`src/rtl/led_event_generator.sv`:
```
// led_event_generator: turns raw board activity pulses and status levels into
// per-LED mode/start/stop commands for the LED processor, one channel per LED.
module led_event_generator #(
    parameter int LED_NUM         = 4,
    parameter int SYSCLK_RATE     = 100,
    parameter int HOLDOFF_MS      = 100,
    parameter int DEBOUNCE_CYCLES = 16
) (
    input  logic                    clk,
    input  logic                    reset,
    input  logic [LED_NUM-1:0]      cfg_kind,
    input  logic [LED_NUM-1:0]      event_in,
    input  logic [LED_NUM-1:0]      level_in,
    output logic [LED_NUM-1:0][7:0] mode,
    output logic [LED_NUM-1:0]      start,
    output logic [LED_NUM-1:0]      stop,
    output logic [LED_NUM-1:0]      busy
);

    localparam int HOLD_CYCLES = HOLDOFF_MS * SYSCLK_RATE * 1000;
    localparam int HOLD_W      = $clog2(HOLD_CYCLES + 1);
    localparam int DEB_W       = $clog2(DEBOUNCE_CYCLES + 1);

    localparam logic [HOLD_W-1:0] HOLD_LOAD = HOLD_W'(HOLD_CYCLES);
    localparam logic [HOLD_W-1:0] HOLD_ONE  = HOLD_W'(1);
    localparam logic [HOLD_W-1:0] HOLD_ZERO = HOLD_W'(0);
    localparam logic [DEB_W-1:0]  DEB_LAST  = DEB_W'(DEBOUNCE_CYCLES);
    localparam logic [DEB_W-1:0]  DEB_ONE   = DEB_W'(1);
    localparam logic [DEB_W-1:0]  DEB_ZERO  = DEB_W'(0);

    localparam logic [0:0] ST_IDLE = 1'b0;
    localparam logic [0:0] ST_HOLD = 1'b1;

    logic [LED_NUM-1:0]      ev_s1_q, ev_s1_d;
    logic [LED_NUM-1:0]      ev_s2_q, ev_s2_d;
    logic [LED_NUM-1:0]      ev_h_q,  ev_h_d;
    logic [LED_NUM-1:0]      lv_s1_q, lv_s1_d;
    logic [LED_NUM-1:0]      lv_s2_q, lv_s2_d;
    logic [LED_NUM-1:0]      ev_rise_s;

    logic [LED_NUM-1:0]      kind_q,  kind_d;
    logic [LED_NUM-1:0]      state_q, state_d;
    logic [LED_NUM-1:0]      pend_q,  pend_d;
    logic [LED_NUM-1:0]      deb_q,   deb_d;
    logic [HOLD_W-1:0]       hold_q [LED_NUM];
    logic [HOLD_W-1:0]       hold_d [LED_NUM];
    logic [DEB_W-1:0]        dcnt_q [LED_NUM];
    logic [DEB_W-1:0]        dcnt_d [LED_NUM];

    logic [LED_NUM-1:0]      start_q, start_d;
    logic [LED_NUM-1:0]      stop_q,  stop_d;
    logic [LED_NUM-1:0]      busy_q,  busy_d;
    logic [LED_NUM-1:0][7:0] mode_q,  mode_d;

    // Synchroniser chain and activity edge detect
    always_comb begin
        ev_s1_d   = event_in;
        ev_s2_d   = ev_s1_q;
        ev_h_d    = ev_s2_q;
        lv_s1_d   = level_in;
        lv_s2_d   = lv_s1_q;
        ev_rise_s = ev_s2_q & ~ev_h_q;
    end

    // Per-channel next-state: kind change, activity holdoff FSM, level debounce
    always_comb begin
        for (int i = 0; i < LED_NUM; i++) begin
            kind_d[i]  = kind_q[i];
            state_d[i] = state_q[i];
            pend_d[i]  = pend_q[i];
            deb_d[i]   = deb_q[i];
            hold_d[i]  = hold_q[i];
            dcnt_d[i]  = dcnt_q[i];
            start_d[i] = 1'b0;
            stop_d[i]  = 1'b0;

            if (cfg_kind[i] != kind_q[i]) begin
                // Abort whatever was running; the old kind is still on mode this cycle
                kind_d[i]  = cfg_kind[i];
                stop_d[i]  = busy_q[i];
                state_d[i] = ST_IDLE;
                pend_d[i]  = 1'b0;
                deb_d[i]   = 1'b0;
                hold_d[i]  = HOLD_ZERO;
                dcnt_d[i]  = DEB_ZERO;
            end else if (kind_q[i] == 1'b0) begin
                case (state_q[i])
                    ST_IDLE: begin
                        if (ev_rise_s[i]) begin
                            start_d[i] = 1'b1;
                            hold_d[i]  = HOLD_LOAD;
                            state_d[i] = ST_HOLD;
                        end else begin
                            state_d[i] = ST_IDLE;
                        end
                    end
                    ST_HOLD: begin
                        if (hold_q[i] == HOLD_ZERO) begin
                            // Only reached with a request pending: reissue and re-arm
                            start_d[i] = 1'b1;
                            hold_d[i]  = HOLD_LOAD;
                            pend_d[i]  = ev_rise_s[i];
                        end else if (hold_q[i] == HOLD_ONE) begin
                            hold_d[i] = HOLD_ZERO;
                            if (pend_q[i] || ev_rise_s[i]) begin
                                pend_d[i] = 1'b1;
                            end else begin
                                state_d[i] = ST_IDLE;
                            end
                        end else begin
                            hold_d[i] = hold_q[i] - HOLD_ONE;
                            if (ev_rise_s[i]) begin
                                pend_d[i] = 1'b1;
                            end else begin
                                pend_d[i] = pend_q[i];
                            end
                        end
                    end
                    default: begin
                        state_d[i] = ST_IDLE;
                        hold_d[i]  = HOLD_ZERO;
                        pend_d[i]  = 1'b0;
                    end
                endcase
            end else begin
                if (lv_s2_q[i] != deb_q[i]) begin
                    if (dcnt_q[i] == DEB_LAST) begin
                        deb_d[i]   = ~deb_q[i];
                        dcnt_d[i]  = DEB_ZERO;
                        start_d[i] = ~deb_q[i];
                        stop_d[i]  = deb_q[i];
                    end else begin
                        dcnt_d[i] = dcnt_q[i] + DEB_ONE;
                    end
                end else begin
                    dcnt_d[i] = DEB_ZERO;
                end
            end

            if (kind_d[i]) begin
                busy_d[i] = deb_d[i];
            end else begin
                busy_d[i] = (state_d[i] == ST_HOLD);
            end
            mode_d[i] = {7'b0000000, kind_q[i]};
        end
    end

    // State and output registers with synchronous reset
    always_ff @(posedge clk) begin
        if (reset) begin
            ev_s1_q <= '0;
            ev_s2_q <= '0;
            ev_h_q  <= '0;
            lv_s1_q <= '0;
            lv_s2_q <= '0;
            kind_q  <= '0;
            state_q <= '0;
            pend_q  <= '0;
            deb_q   <= '0;
            start_q <= '0;
            stop_q  <= '0;
            busy_q  <= '0;
            mode_q  <= '0;
            for (int i = 0; i < LED_NUM; i++) begin
                hold_q[i] <= HOLD_ZERO;
                dcnt_q[i] <= DEB_ZERO;
            end
        end else begin
            ev_s1_q <= ev_s1_d;
            ev_s2_q <= ev_s2_d;
            ev_h_q  <= ev_h_d;
            lv_s1_q <= lv_s1_d;
            lv_s2_q <= lv_s2_d;
            kind_q  <= kind_d;
            state_q <= state_d;
            pend_q  <= pend_d;
            deb_q   <= deb_d;
            start_q <= start_d;
            stop_q  <= stop_d;
            busy_q  <= busy_d;
            mode_q  <= mode_d;
            for (int i = 0; i < LED_NUM; i++) begin
                hold_q[i] <= hold_d[i];
                dcnt_q[i] <= dcnt_d[i];
            end
        end
    end

    assign start = start_q;
    assign stop  = stop_q;
    assign busy  = busy_q;
    assign mode  = mode_q;

endmodule
```
`config.mk`:
```
export PLATFORM = sky130hd
export DESIGN_NAME = led_event_generator
export DESIGN_NICKNAME = d
export VERILOG_FILES = /design/src/rtl/led_event_generator.sv
export SDC_FILE = /design/constraint.sdc
export NUM_CORES = 1
export LEC_CHECK = 0
export CORE_MARGIN = 5
export CORE_UTILIZATION = 53
export CTS_BUF_LIST = sky130_fd_sc_hd__clkbuf_16
export DETAILED_ROUTE_END_ITERATION = 8
export DONT_BUFFER_PORTS = 1
export HOLD_SLACK_MARGIN = 0.1
export PLACE_DENSITY = 0.71
export SYNTH_ARGS = -nofsm -noshare
export SYNTH_HDL_FRONTEND = slang
export SYNTH_SLANG_ARGS = --single-unit
```
`constraint.sdc`:
```
create_clock -name clk -period 5.6 [get_ports clk]
set_input_delay 1.12 -clock clk [delete_from_list [all_inputs] [get_ports clk]]
set_output_delay 1.12 -clock clk [all_outputs]
set_load 0.1 [all_outputs]
```
**Word level (Yosys, flattened, before mapping)**

Memories as Yosys holds them, arrays and structs flattened.
Index checks and enable logic that the tools add are counted.

- Register bits after elaboration: 80
- Latch bits: 0
- Memory bits (writable): 116
- Bits in read-only memories: 0
- Bits of input ports: 14
- Output and inout port bits: 44
- Word-level logic and storage cells: 253
- Memories: 2

Memory list:

| memory | depth | bits a word | rd ports | clocked after memory_dff | write ports | RTL line | RTL |
|---|---|---|---|---|---|---|---|
| hold_q | 4 | 24 | 4 | 0 | 4 | 45 | `logic [HOLD_W-1:0] hold_q [LED_NUM];` |
| dcnt_q | 4 | 5 | 4 | 0 | 4 | 47 | `logic [DEB_W-1:0] dcnt_q [LED_NUM];` |

- $add $sub $neg: 8
- Multiply operators: 0
- Div/mod/pow operators: 0
- Order comparisons: 0
- Equality and inequality tests: 20
- Shift-type cells: 0
- Multiplexer cells: 155
- Bitwise gates (word level): 22
- Reduce and logical (&&, ||, !) cells: 20

Operator list:

| operator | count |
|---|---|
| 24-bit two-way mux | 24 |
| 24-bit one-hot mux with 2 select lines | 4 |
| 5-bit two-way mux | 20 |
| 1-bit two-way mux | 99 |
| 24-bit by 1-bit == test with 1-bit output, second input constant | 4 |
| 24-bit logical NOT | 4 |
| 24-bit by 1-bit subtractor with 24-bit output, second input constant | 4 |
| 5-bit by 1-bit adder with 5-bit output, second input constant | 4 |
| 5-bit == test, second input constant | 4 |
| 1-bit one-hot mux with 2 select lines | 8 |
| 4-bit AND reduction | 4 |
| 3-bit by 2-bit != test with 1-bit output, second input constant | 4 |
| 1-bit NOT | 12 |
| 3-bit nonzero test | 4 |
| 1-bit != test | 8 |
| 1-bit OR | 8 |
| 2-bit OR reduction | 4 |
| 4-bit bitwise AND | 1 |
| 1-bit logical OR | 4 |
| 4-bit NOT | 1 |

**Depth between registers and ports, before layout**

Gate-level depths: netlist of run 1.

- Depth after elaboration: 10
- Gate-level depth with buffers: 9

**Worst setup path before layout of run 1**

Ideal clock, no wire load.

- Path type: reg-to-reg
- Start: memory hold_q[1][2] (netlist bit)
- End: memory hold_q[1][11] (netlist bit)
- Library setup time: 0.115 ns
- Arrival time: 2.383 ns
- Path slack: 3.103 ns
- Cell stages (with the launch flop): 9
- Buffers on the path: 2
- Clock period less this slack: 2.497 ns
- Cell sequence: dfxtp_1 -> or4_4 -> or4_4 -> buf_6 -> nor3_1 -> o21ai_1 -> a31oi_4 -> buf_4 -> nor2_1

RTL lines:

| element | RTL line |
|---|---|
| start, declared | 45 |

==> results.md, run 1 <==
* CP Data Arrival Time at 3.31 ns
* Post-CTS sizing at 0
* CTS sink count at 168
* Fmax at about 0.33 GHz
* GRT met1 Usage at between 20% and 30%
* Synth top area share at 42.7%
* R2R depth at 6
* Hold buffers post-CTS at 0
* Clock root buffer: clkbuf_16
* Slew @ Worst Pin at 1.14 ns
* Slowest cell on crit path: o21ai_1
* Most Used Layer, Global Route: met2
* Fin crit period at 3.05 ns
* R2R setup slack at 2.55 ns
* Core Box Area at between 10000 and 15000 sq um
* Period utilization at a little over half
* Worst ir drop on vdd at 0.000320 V
* First-pass GRT wire length at 25800 um
* First DRT Iteration DRCs at 354
* Fillers at 1305
* Main synth FF type: dfxtp_1
* DRT Pass-1 Iters at 4
* Cell Area, Placed at 7910 sq um
* # IOs at 58
* Worst Setup End Kind: flip-flop
* Ant diodes at 0
* Syn Area/Cell at 8.53 sq um
* Slew margin rel. at 23.2%
* R2R Path End: hold_q[2][3]
* Largest net degree at the start of global routing at 45
* Vias/cell at 5.46
* Crit start category: flip-flop
* Synth cell types at 54
* Total wire length at 15000 um
* Static Leak at 0.00314 uW
* # H-tree levels at 4
* Tot GR Track Use at between 10% and 20%
* Mapped Area at 7870 sq um
* CP cell instances: nor4_1 -> nand4b_1 -> nor3_1 -> a21oi_1 -> o21ai_1 -> nor2_1
* Port buffer count at 0
* Hold Path Stages at 1
* Nets@finish at 956
* CTS Buffer Depth at 2
* Worst path required time at 5.86 ns
* CTS tree: done
* Starting Density at 54.1%
* # DRC at 0
* Die width at 132 um
* Grt total ovfl at 0
* Die area at 17400 sq um
* Routability cong. at about 0.85
* DP HPWL at between 10000 and 15000 um
* Final setup fails at 0
* Critical path peak fanout at 16
* Setup CP Type: flip-flop to flip-flop
* Synth area leaders: dfxtp_1, nor2_1, xnor2_1
* FP Rows at 44
* Most common cell in the netlist: dfxtp_1
* Hold EP: ev_h_d[3]
* Layout area overhead at 7.51%
* Cells after Synth at 922
* RSZ-0062 raised after global routing: no
* Final Skew at 0.00575 ns
* Clk_lat worst skew at 0.42 ns
* Power density over the cells at 342 nW/um^2
* Post-synth EDFFs at 0
* CTS buffer count at 17
* Final TNS setup at 0 ns
* Met2 usage at 28.1%
* Reg clk slew, reported paths at approximately 0.06 ns
* Number of flip-flops under the largest register name at 96
* Register bank with the most flops: hold_q
* Postcts setup bufs at 0
* Synth Register Bits at 168
* Status: complete, no violations
* Final instance area at about 8500 sq um
* Final hold viol count at 0
* Chip height at about 130 um
* Sequential share of the synthesized area at 42.7%
* Min-delay src: ev_s1_q[3]
* Worst reg2reg path startpoint: hold_q[2][4]
* Vias at 6092
* Top flop regs: hold_q x96, dcnt_q x20
* Crit-path max cell delay at 0.89 ns
* Routed length per instance at 13.4 um
* Max cap viols at 0
* Commonest cells in the synthesized netlist: dfxtp_1, nor2_1, nand2_1
* Area leader, netlist: dfxtp_1
* Initial antenna violation count at 0
* Max-slew violation count at 0
* Antenna Nets Post-Route at 0
* Share of cells above drive strength 1 at around 4.3%
* Async SR Flop Fraction at 0%
* Met3 usage at 5.27%
* YS warnings at 0
* Hold crit path type: flip-flop to flip-flop
* Number of global-route vias before repair at ~5600
==> cells in the final DEF (no fill, tap or decap), drive strengths merged, types with 5 or more instances in the layout <==
cell,n
nand4,17
nor4,30
or4,12
o21ai,29
a31oi,17
clkbuf,17
o31ai,6
nand3,20
nand2,58
xnor2,51
clkinv,8
nand2b,19
xor2,33
dfxtp,168
nor2,142
nand4b,12
buf,5
conb,28
ha,24
inv,32
mux2i,7
nand3b,7
and3,5
a22oi,5
a21oi,41
a211oi,7
or2,5
or3,11
nor2b,35
nor3,48
==> cells by family after synthesis <==
family	Yosys count	synth area share [%]
xor gates and xnor gates	84	9.35
other	1	0.0477
and+or+nand+nor	431	28.0
DFF	168	42.7
muxes	8	1.03
adders and majority gates	24	3.82
AOI/OAI and AO/OA	123	9.56
buffers and inverters	83	5.49
==> layer usage <==
metal / up-vias / routed length, um / share of wire, %
met5: - / 0 / 0
met4: 0 / 180 / 1.2
met3: 18 / 690 / 4.6
met2: 128 / 6850 / 46
met1: 2792 / 7240 / 48
li1: 3154 / - / -
==> worst max path at each step <==
stage	startpoint	to	slack, ns
final	hold_q[2][4]	hold_q[2][3]	2.55
after global routing	hold_q[2][4]	hold_q[2][0]	2.09
after CTS	hold_q[2][4]	hold_q[2][14]	2.52
after detailed placement	hold_q[2][4]	hold_q[2][11]	2.51
after global placement	hold_q[3][9]	hold_q[3][1]	2.67
after floorplan	hold_q[1][2]	hold_q[1][11]	3.10
==> through the flow <==
stage / total power, uW / util [%] / worst slack (ns) / hold WS (ns) / std cells
6_report: 2890 / 58.2 / 2.55 / 0.434 / 1115
4_1_cts: 2920 / 58.2 / 2.52 / 0.437 / 1115
2_1_floorplan: 1770 / - / 3.10 / 0.414 / 949
5_1_grt: 3040 / 58.2 / 2.09 / 0.447 / 1115
3_5_place_dp: 1820 / 54.4 / 2.51 / 0.423 / 1083
3_3_place_gp: 1820 / 54.4 / 2.67 / 0.421 / 1083
==> where the power goes <==
group / switching (uW) / internal, uW / total, uW
clock: 447 / 641 / 1090
combinational: 321 / 159 / 480
sequential: 83.6 / 1240 / 1320
total: 852 / 2040 / 2890
==> area by class of cell <==
class	instances	area (sq um)	share of cell area [%]
multi-input combinational	698	4180	49.4
clock inverter	15	123	1.45
sequential	168	3360	39.8
clock buffer	17	425	5.03
tap	184	230	2.72
inverter	28	105	1.24
timing repair buffer	5	37.5	0.444
==> critical path, delay by kind of cell (launching register included) <==
family / cells / cell delay, ns
and+or+nand+nor: 4 / 1.52
DFF: 1 / 0.35
AOI/OAI and AO/OA: 2 / 1.01
No activity file was read; power rests on OpenSTA's default activity.
==> run 2: changes to the inputs <==
ABC_AREA = 1   (was unset)
clock period = 3.1 ns   (was 5.6 ns; I/O delays follow)
==> results.md, run 2 <==
* Status: complete, no violations (unchanged)
* Met3 usage at 3.91% (was 5.27%)
* Nets@finish at 1327 (was 956)
* Crit start category: flip-flop (unchanged)
* CP cell instances: inv_2 -> ha_1 -> inv_1 -> nor2_1 -> inv_1 -> a21oi_1 -> nand2_1 -> a21oi_1 (was nor4_1 -> nand4b_1 -> nor3_1 -> a21oi_1 -> o21ai_1 -> nor2_1)
* YS warnings at 0 (unchanged)
* Main synth FF type: dfxtp_1 (unchanged)
* Syn Area/Cell at 6.87 sq um (was 8.53 sq um)
* Postcts setup bufs at 0 (unchanged)
* Routability cong. at 0.869 (was 0.850)
* Final TNS setup at 0 ns (unchanged)
* Antenna Nets Post-Route at 0 (unchanged)
* Post-synth EDFFs at 0 (unchanged)
* GRT met1 Usage at 26.5% (was 22.4%)
* Most common cell in the netlist: nor2_1 (was dfxtp_1)
* # DRC at 0 (unchanged)
* Worst Setup End Kind: flip-flop (unchanged)
* DP HPWL at 13200 um (was 10400 um)
* Final Skew at 0.00618 ns (was 0.00575 ns)
* RSZ-0062 raised after global routing: no (unchanged)
* Die area at 19400 sq um (was 17400 sq um)
* Grt total ovfl at 0 (unchanged)
* First DRT Iteration DRCs at 560 (was 354)
* First-pass GRT wire length at 31700 um (was 25800 um)
* Final hold viol count at 0 (unchanged)
* WP buf/inv at 3 (was 0)
* CTS Buffer Depth at 2 (unchanged)
* Largest net degree at the start of global routing at 37 (was 45)
* Layout area overhead at 7.48% (was 7.51%)
* Fillers at 1560 (was 1305)
* Initial antenna violation count at 0 (unchanged)
* Routed length per instance at 11.9 um (was 13.4 um)
* Static Leak at 0.00437 uW (was 0.00314 uW)
* Starting Density at 53.7% (was 54.1%)
* Worst path required time at 3.46 ns (was 5.86 ns)
* Synth Register Bits at 168 (unchanged)
* Hold buffers post-CTS at 0 (unchanged)
* FP Rows at 47 (was 44)
* Mapped Area at 8880 sq um (was 7870 sq um)
* Met2 usage at 30.4% (was 28.1%)
* Die width at 139 um (was 132 um)
* CTS tree: done (unchanged)
* Commonest cells in the synthesized netlist: nor2_1, nand2_1, dfxtp_1 (was dfxtp_1, nor2_1, nand2_1)
* CP Data Arrival Time at 2.56 ns (was 3.31 ns)
* CTS sink count at 168 (unchanged)
* Vias at 7502 (was 6092)
* Tot GR Track Use at 19.2% (was 17.3%)
* Worst ir drop on vdd at 0.000403 V (was 0.000320 V)
* Area leader, netlist: dfxtp_1 (unchanged)
* Critical path peak fanout at 14 (was 16)
* Share of cells above drive strength 1 at 7.22% (was 4.30%)
* Port buffer count at 0 (unchanged)
* Cells after Synth at 1292 (was 922)
* Top flop regs: hold_q x96, dcnt_q x20 (unchanged)
* Async SR Flop Fraction at 0% (unchanged)
* Crit-path max cell delay at 0.50 ns (was 0.89 ns)
* Most frequent cells in the layout: nor2_1, nand2_1, dfxtp_1 (was dfxtp_1, nor2_1, nand2_1)
* Period utilization at 71.0% (was 54.4%)
* Total wire length at 18100 um (was 15000 um)
* Commonest non-fill, non-tap cell in the layout: nor2_1 (was dfxtp_1)
* # IOs at 58 (unchanged)
* CTS buffer count at 17 (unchanged)
* Power density over the cells at 601 nW/um^2 (was 342 nW/um^2)
* Synth area leaders: dfxtp_1, nor2_1, nand2_1 (was dfxtp_1, nor2_1, xnor2_1)
* Slew @ Worst Pin at 1.12 ns (was 1.14 ns)
* Clock root buffer: clkbuf_16 (unchanged)
* Top delay family on crit path: buffers and inverters (was simple AND/OR/NAND/NOR gates)
* Max cap viols at 0 (unchanged)
* Clk_lat worst skew at 0.42 ns (about the same)
* Number of flip-flops under the largest register name at 96 (unchanged)
* Fin crit period at 2.20 ns (was 3.05 ns)
* Synth cell types at 38 (was 54)
* Chip height at 139 um (was 132 um)
* Synth top area share at 37.9% (was 42.7%)
* Cell Area, Placed at 8920 sq um (was 7910 sq um)
* Final setup fails at 0 (unchanged)
* Post-CTS sizing at 0 (unchanged)
* Core Box Area at 16500 sq um (was 14500 sq um)
* Slew margin rel. at 24.1% (was 23.2%)
* Hold crit path type: input pin to flip-flop (was flip-flop to flip-flop)
* Setup CP Type: flip-flop to flip-flop (unchanged)
* Vias/cell at 4.93 (was 5.46)
* Register bank with the most flops: hold_q (unchanged)
* Final instance area at 9540 sq um (was 8460 sq um)
* # H-tree levels at 4 (unchanged)
* Number of global-route vias before repair at 6840 (was 5645)
* Reg clk slew, reported paths at 0.06 ns (about the same)
* Slowest cell on crit path: dfxtp_1 (was o21ai_1)
* Most Used Layer, Global Route: met2 (unchanged)
* Ant diodes at 0 (unchanged)
* DRT Pass-1 Iters at 5 (was 4)
* Fmax at 0.454 GHz (was 0.328 GHz)
* Max-slew violation count at 0 (unchanged)
* Sequential share of the synthesized area at 37.9% (was 42.7%)
-- run 2: logic make-up (layout without fill, tap and decap cells) --
logic type,count (synthesis),count (layout),synth area share (%)
AOI/OAI and AO/OA,129,129,7.72
xor gates and xnor gates,62,62,6.12
adders and majority gates,24,24,3.38
buffers and inverters,225,208,11.4
DFF,168,168,37.9
other,1,28,0.0422
and+or+nand+nor,683,683,33.5
-- run 2: stage by stage --
step                hold WS [ns]  util, %  worst slack (ns)  cells  total power [uW]
detailed placement         0.393     54.0             0.914   1490              3520
global route               0.244     57.8             0.650   1522              6040
global placement           0.390     54.0              1.02   1490              3510
CTS                        0.250     57.8             0.924   1522              5770
finish                     0.261     57.8             0.898   1522              5740
floorplan                  0.388        -              1.29   1319              3390
-- run 2: cell type report --
cell class / count / area, sq um / share of cell area, %
clock buffers: 17 / 425 / 4.46
clock inverters: 15 / 203 / 2.12
inverters: 174 / 656 / 6.87
multi-input cells: 926 / 4610 / 48.3
flip-flops and latches: 168 / 3360 / 35.2
well taps: 220 / 275 / 2.88
repair buffers: 2 / 15.0 / 0.157
-- run 2: layer usage --
layer	wire [um]	share of wire [%]
met1	8960	49
met2	8150	45
met3	739	4.1
met4	293	1.6
met5	0	0
-- run 2: worst reg2reg max path, delay by kind of cell, from the launching register on --
family	cells	cell delay [ns]
and+or+nand+nor	2	0.45
AOI/OAI and AO/OA	2	0.33
adders and majority gates	1	0.34
buffers and inverters	3	0.52
DFF	1	0.50
-- run 2: where the power goes --
group | internal [uW] | switching (uW) | total, uW
Sequential | 2240 | 157 | 2400
Combinational | 313 | 778 | 1090
Clock | 1350 | 896 | 2250
-- run 2: path summary, 6_finish.rpt --
kind	startpoint	cells after the start	slack, ns	to
worst max-delay path	kind_q[1]	8	0.90	busy[1]
worst min-delay path	reset	1	0.26	ev_s1_q[3]
worst max register to register	kind_q[1]	8	0.90	busy[1]
worst min register to register	ev_s1_q[2]	2	0.40	ev_h_d[2]
